--- src/rtl/obi_arbiter_2to1.sv ---
// Two-requester OBI arbiter onto a single X-HEEP master port. It uses round-robin selection,
// locks the selection until the grant, and routes responses in order through a small ID FIFO.
package obi_arbiter_2to1_pkg;

   typedef struct packed {
      logic        req;
      logic        we;
      logic [3:0]  be;
      logic [31:0] addr;
      logic [31:0] wdata;
   } obi_req_t;

   typedef struct packed {
      logic        gnt;
      logic        rvalid;
      logic [31:0] rdata;
   } obi_resp_t;

endpackage

module obi_arbiter_2to1
   import obi_arbiter_2to1_pkg::*;
#(
   parameter int unsigned MAX_OUTSTANDING = 2,
   parameter int unsigned CNT_W           = 16
) (
   input  logic             clk,
   input  logic             rst_n,
   input  obi_req_t         req_p0,
   output obi_resp_t        resp_p0,
   input  obi_req_t         req_p1,
   output obi_resp_t        resp_p1,
   output obi_req_t         req_to_xheep,
   input  obi_resp_t        resp_from_xheep,
   output logic             busy,
   output logic             err_sticky,
   input  logic             err_clr,
   output logic [CNT_W-1:0] cnt_p0,
   output logic [CNT_W-1:0] cnt_p1
);

   localparam int unsigned PTR_W  = (MAX_OUTSTANDING > 1) ? $clog2(MAX_OUTSTANDING) : 1;
   localparam int unsigned FCNT_W = $clog2(MAX_OUTSTANDING + 1);
   localparam logic [PTR_W-1:0]  PTR_LAST = PTR_W'(MAX_OUTSTANDING - 1);
   localparam logic [FCNT_W-1:0] FCNT_MAX = FCNT_W'(MAX_OUTSTANDING);

   // ID FIFO: one bit per slot holding the port number that owns the response
   logic [MAX_OUTSTANDING-1:0] fifo_q, fifo_d;
   logic [PTR_W-1:0]           wr_ptr_q, wr_ptr_d, rd_ptr_q, rd_ptr_d;
   logic [FCNT_W-1:0]          count_q, count_d;

   logic last_q, last_d;
   logic lock_q, lock_d;
   logic lock_sel_q, lock_sel_d;
   logic err_q, err_d;
   logic [CNT_W-1:0] cnt_p0_q, cnt_p0_d, cnt_p1_q, cnt_p1_d;

   logic     sel;
   obi_req_t sel_req;
   logic     empty, full;
   logic     push, pop, blocked;
   logic     mst_req, accept, head;

   function automatic logic [PTR_W-1:0] ptr_inc(input logic [PTR_W-1:0] ptr);
      return (ptr == PTR_LAST) ? '0 : ptr + PTR_W'(1);
   endfunction

   always_comb begin
      sel = 1'b0;
      if (lock_q) begin
         sel = lock_sel_q;
      end else if (req_p0.req && req_p1.req) begin
         sel = ~last_q;
      end else if (req_p1.req) begin
         sel = 1'b1;
      end
   end

   assign sel_req = sel ? req_p1 : req_p0;
   assign empty   = (count_q == '0);
   assign full    = (count_q == FCNT_MAX);
   assign head    = fifo_q[rd_ptr_q];
   assign pop     = rst_n & resp_from_xheep.rvalid & ~empty;
   // A full FIFO may still take a new transaction when a slot frees in the same cycle
   assign blocked = full & ~pop;
   assign mst_req = rst_n & sel_req.req & ~blocked;
   assign accept  = mst_req & resp_from_xheep.gnt;
   assign push    = accept;

   always_comb begin
      req_to_xheep     = sel_req;
      req_to_xheep.req = mst_req;

      resp_p0        = '0;
      resp_p0.gnt    = accept & ~sel;
      resp_p0.rvalid = pop & ~head;
      resp_p0.rdata  = resp_from_xheep.rdata;

      resp_p1        = '0;
      resp_p1.gnt    = accept & sel;
      resp_p1.rvalid = pop & head;
      resp_p1.rdata  = resp_from_xheep.rdata;
   end

   always_comb begin
      fifo_d   = fifo_q;
      wr_ptr_d = wr_ptr_q;
      rd_ptr_d = rd_ptr_q;
      count_d  = count_q;
      if (push) begin
         fifo_d[wr_ptr_q] = sel;
         wr_ptr_d         = ptr_inc(wr_ptr_q);
      end
      if (pop) begin
         rd_ptr_d = ptr_inc(rd_ptr_q);
      end
      case ({push, pop})
         2'b10:   count_d = count_q + FCNT_W'(1);
         2'b01:   count_d = count_q - FCNT_W'(1);
         default: count_d = count_q;
      endcase
   end

   always_comb begin
      last_d     = accept ? sel : last_q;
      lock_d     = mst_req & ~resp_from_xheep.gnt;
      lock_sel_d = sel;

      err_d = err_q;
      if (resp_from_xheep.rvalid && empty) begin
         err_d = 1'b1;
      end else if (err_clr) begin
         err_d = 1'b0;
      end

      cnt_p0_d = cnt_p0_q;
      cnt_p1_d = cnt_p1_q;
      if (accept && !sel && (cnt_p0_q != {CNT_W{1'b1}})) begin
         cnt_p0_d = cnt_p0_q + CNT_W'(1);
      end
      if (accept && sel && (cnt_p1_q != {CNT_W{1'b1}})) begin
         cnt_p1_d = cnt_p1_q + CNT_W'(1);
      end
   end

   always_ff @(posedge clk or negedge rst_n) begin
      if (!rst_n) begin
         fifo_q     <= '0;
         wr_ptr_q   <= '0;
         rd_ptr_q   <= '0;
         count_q    <= '0;
         last_q     <= 1'b1;
         lock_q     <= 1'b0;
         lock_sel_q <= 1'b0;
         err_q      <= 1'b0;
         cnt_p0_q   <= '0;
         cnt_p1_q   <= '0;
      end else begin
         fifo_q     <= fifo_d;
         wr_ptr_q   <= wr_ptr_d;
         rd_ptr_q   <= rd_ptr_d;
         count_q    <= count_d;
         last_q     <= last_d;
         lock_q     <= lock_d;
         lock_sel_q <= lock_sel_d;
         err_q      <= err_d;
         cnt_p0_q   <= cnt_p0_d;
         cnt_p1_q   <= cnt_p1_d;
      end
   end

   assign busy       = rst_n & (mst_req | ~empty);
   assign err_sticky = err_q;
   assign cnt_p0     = cnt_p0_q;
   assign cnt_p1     = cnt_p1_q;

endmodule

--- config.mk ---
export PLATFORM = sky130hd
export DESIGN_NAME = obi_arbiter_2to1
export DESIGN_NICKNAME = d
export VERILOG_FILES = /design/src/rtl/obi_arbiter_2to1.sv
export SDC_FILE = /design/constraint.sdc
export NUM_CORES = 1
export LEC_CHECK = 0
export CORE_AREA = 2 2 135 137
export DETAILED_ROUTE_END_ITERATION = 10
export DIE_AREA = 0 0 137 139
export PLACE_DENSITY_LB_ADDON = 0.3
export SLEW_MARGIN = 20
export SYNTH_ARGS = -nofsm -noshare
export SYNTH_HDL_FRONTEND = slang
export SYNTH_SLANG_ARGS = --single-unit
--- constraint.sdc ---
create_clock -name clk -period 4.9 [get_ports clk]
set_input_delay 0.98 -clock clk [delete_from_list [all_inputs] [get_ports clk]]
set_output_delay 0.98 -clock clk [all_outputs]
set_load 0.02 [all_outputs]
### Yosys cells after proc, flatten, opt, wreduce, memory -nomap -nowiden

Index checks and enable logic that the tools add are counted.

| cells by class | value |
|---|---|
| add/subtract/negate cells | 6 |
| $lt $le $gt $ge | 3 |
| equality and inequality tests | 5 |
| multiplexer cells | 14 |
| bitwise operators | 20 |
| reductions and logical operators | 11 |

Operator list:

| cell | count |
|---|---|
| 2-to-1 mux 70 bit | 1 |
| adder 16 x 1 -> 16 bit, second input constant | 2 |
| inequality test 16 bit, second input constant | 2 |
| AND 1 bit | 12 |
| 2-to-1 mux 1 bit | 10 |
| logical AND 1 bit | 7 |
| inverter 1 bit | 7 |
| equality test 2 bit, second input constant | 2 |
| less-than comparator 1 x 2 -> 1 bit, second input constant | 2 |
| case mux 2 bit (2 select lines) | 1 |
| nonzero test 2 bit | 2 |
| adder 1 bit, second input constant | 2 |
| adder 2 x 1 -> 2 bit, second input constant | 1 |
| bitwise mux 2 bit | 1 |
| equality test 2 x 1 -> 1 bit, second input constant | 1 |
| logical NOT 2 bit | 1 |
| subtractor 2 x 1 -> 2 bit, second input constant | 1 |
| demux 1 bit (select 1 bit) | 1 |
| greater-or-equal comparator 1 bit, second input constant | 1 |
| logical NOT 1 bit | 1 |
| OR 1 bit | 1 |

| storage, ports and cells | value |
|---|---|
| register bits after elaboration | 42 |
| output and inout bits | 172 |
| logic and storage cells | 69 |

### Depth between registers and ports, before layout

| depth | value |
|---|---|
| depth in word-level cells | 10 |
| gate-level depth with buffers | 8 |
| gate-level depth less buffers | 8 |

### Least setup slack after synthesis

OpenSTA, ideal clock, no wires.

| path | value |
|---|---|
| kind | input -> output |
| start point | input port req_p1[69] (netlist name) |
| end point | output port req_to_xheep[10] (netlist name) |
| arrival time | 1.987 ns |
| setup slack | 1.933 ns |
| stages | 5 |
| path buffers | 1 |
| path through | nand2b_1 > a21oi_1 > a21oi_2 > buf_2 > mux2_2 |

RTL lines:

| item | RTL line | RTL |
|---|---|---|
| from (decl) | 31 | `input obi_req_t req_p1,` |
| to (decl) | 33 | `output obi_req_t req_to_xheep,` |

==> out/summary.txt <==
Outcome: finished, final reports clean
FP Rows: 49
Grt met1 use: 0.192
Critical Path Sink Type: output port
Power Dens Cells: 293 nW/um2
Die width: 137 um
Vias in the first global route: 3332
# port buffers: 252
Post_cts resized: 0
Crit Path Category: primary input to output port
Slew margin rel.: 0.453
Hold path depth: 1
Pre-CTS WS: 0.649 ns
Mapped cell area: 3460 um2
Initial Util: 0.196
Top Ports: 349
First-pass GRT wire length: 21900 um
Total of max-cap violations: 0
Final Hold Vio Count: 0
TritonCTS clock tree: yes
M2 GR Usage: 0.256
Hold Crit Class: flop to flop
Setup bufs post-CTS: 0
Vias/cell: 4.11
DR WL/cell: 19.9 um
Synth top area share: 0.296
Total track usage: 0.156
Final WL: 15000 um
Final total power: 0.00174 W
Sequential-to-total area share from yosys stat: 0.304
Slew @ Worst Pin: 0.820 ns
DRT Pass-1 Iters: 4
H-tree Lvls: 2
R2R depth: 5
Synth Area per Inst: 10.3 um2
Syn nets: 516
CP Launch Type: primary input
RSZ-0062 raised after global routing: false
Post-DP HPWL: 13100 um
Reg2reg start: count_q[0]
CTS sink cnt: 42
Syn-to-layout area delta: 71.3%
Setup violations, final: 0
CTS Buf Count: 5
Most crowded layer after global routing: met2
Worst Path Arrival: 3.26 ns
Layout cell share with drive strength beyond 1: 0.202
Setup TNS: 0 ns
Top cell type by total area after synthesis: dfrtp_1
Leak: 2.29 nW
Root Buffer: clkbuf_16
Peak VDD IR: 0.142 mV
Clk slew on worst S/H paths: 0.06 ns
Most used DFF post-synth: dfrtp_1
Reg-to-reg slack, setup: 2.70 ns
Final layout net count: 705
Min-Delay Endpoint: rd_ptr_q
Register bit total from synthesis: 42
Post-Route Skew: 0.00248 ns
Number of flops mapped to enable cells by yosys: 0
Chip Height: 139 um
Pin count of the biggest net entering global routing: 46
Max Slew Vio Count: 0
HP Start: rd_ptr_q
Initial DRC count: 76
CTS Buffer Depth: 2
Vias: 3103
Tcrit/Tclk final: 0.866
# DRC: 0
Diodes inserted: 0
Cells after synthesis: 336
Grt met3 use: 0.0683
Die footprint: 19000 um2
Max Clock Freq: 236 MHz
GPL Wtd Cong: 0.875
Antenna-violating nets left: 0
Commonest cells in the netlist: 73 x mux2_2, 65 x buf_4, 41 x dfrtp_1
Clk Latency, worst-skew pair: 0.28 ns
Top cells by area in the synthesized netlist: dfrtp_1 30%, mux2_2 24%, buf_4 14%
Residual overflow from global routing: 0
FFs w/ async S/R, synth: 1.00
Unique masters post-synth: 46
Yosys warning total: 0
Most common cell in the netlist: mux2_2
Tmin final: 4.24 ns
CP required: 3.92 ns
FF-to-FF End: cnt_p1[1]
Cts hold-fix bufs: 0
Crit Path Max Fanout: 22
Initial antenna violation count: 2
Setup slack after layout: 0.657 ns
Area of the core: 17700 um2
## cells by family after synthesis
family | count (synthesis) | synth area share
AOI/OAI and AO/OA | 17 | 0.0372
xor gates and xnor gates | 32 | 0.0810
adders and majority gates | 3 | 0.0108
buffers and inverters | 80 | 0.169
DFF | 42 | 0.304
muxes | 74 | 0.240
and+or+nand+nor | 88 | 0.158
## worst max-delay path by stage
stage	cells past startpoint	end	slack (ns)	start
5_1_grt	5	resp_p1[33]	0.54	resp_from_xheep[32]
4_1_cts	7	req_to_xheep[4]	0.63	req_p1[69]
6_report	7	req_to_xheep[4]	0.66	req_p1[69]
3_5_place_dp	7	req_to_xheep[4]	0.65	req_p1[69]
2_1_floorplan	5	req_to_xheep[10]	1.93	req_p1[69]
3_3_place_gp	6	req_to_xheep[4]	0.67	req_p0[69]
## power by group
part / leakage [nW] / switching (W) / internal [W] / total [W]
Sequential: 0.555 / 0.0000834 / 0.000416 / 0.000500
Clock: 0.0739 / 0.000132 / 0.000202 / 0.000334
Combinational: 1.66 / 0.000412 / 0.000492 / 0.000904
Total: 2.29 / 0.000627 / 0.00111 / 0.00174
## layout by cell type (no fill, tap or decap), drive strengths merged, types with 2 or more instances in the layout
cell type	instances
clkdlybuf4s50	251
mux2	73
dfrtp	41
xnor2	23
nand3	19
nor2	16
nand2	14
xor2	9
nand4	8
and3	7
clkbuf	7
a21oi	6
buf	6
inv	5
nor3	5
nand2b	4
nor2b	3
ha	3
a21boi	3
and2	2
o21ai	2
and4	2
nor4	2
## metrics by stage
| step | utilization | instances | instance area [um2] | hold slack, ns |
|---|---|---|---|---|
| after CTS | 0.336 | 755 | 5930 | 0.504 |
| after floorplan | - | 336 | 3460 | 0.468 |
| after detailed placement | 0.328 | 747 | 5780 | 0.492 |
| final | 0.336 | 755 | 5930 | 0.502 |
| after global placement | 0.328 | 747 | 5780 | 0.487 |
| after global routing | 0.336 | 755 | 5930 | 0.529 |
## per-layer routing
| layer | vias to the layer above | share of wire | wire, um |
|---|---|---|---|
| li1 | 1480 | - | - |
| met1 | 1432 | 0.40 | 6040 |
| met2 | 173 | 0.49 | 7280 |
| met3 | 16 | 0.10 | 1520 |
| met4 | 2 | 0.010 | 154 |
| met5 | - | 0.00087 | 13 |
## cell type report
type | instances | area [um2]
clock buffers | 7 | 143
well taps | 229 | 287
multi-input cells | 214 | 1830
fillers | 1775 | 11700
inverters | 5 | 18.8
repair buffers | 257 | 2590
flip-flops and latches | 42 | 1050
clock inverters | 1 | 5.00
## worst max-delay path: stages
cell and delay [ns]:
clkdlybuf4s50_1 0.44, nand2b_1 0.12, a21oi_1 0.07, a21oi_4 0.38
buf_12 0.24, mux2_2 0.41, clkdlybuf4s50_1 0.60
## registers in the layout (all words and copies together), names as in the netlist
register / count
wr_ptr_q: 1
last_q: 1
err_sticky: 1
count_q: 2
cnt_p1: 16
rd_ptr_q: 1
lock_q: 1
cnt_p0: 16
lock_sel_q: 1
fifo_q: 2
(Power assumes the default switching activity.)
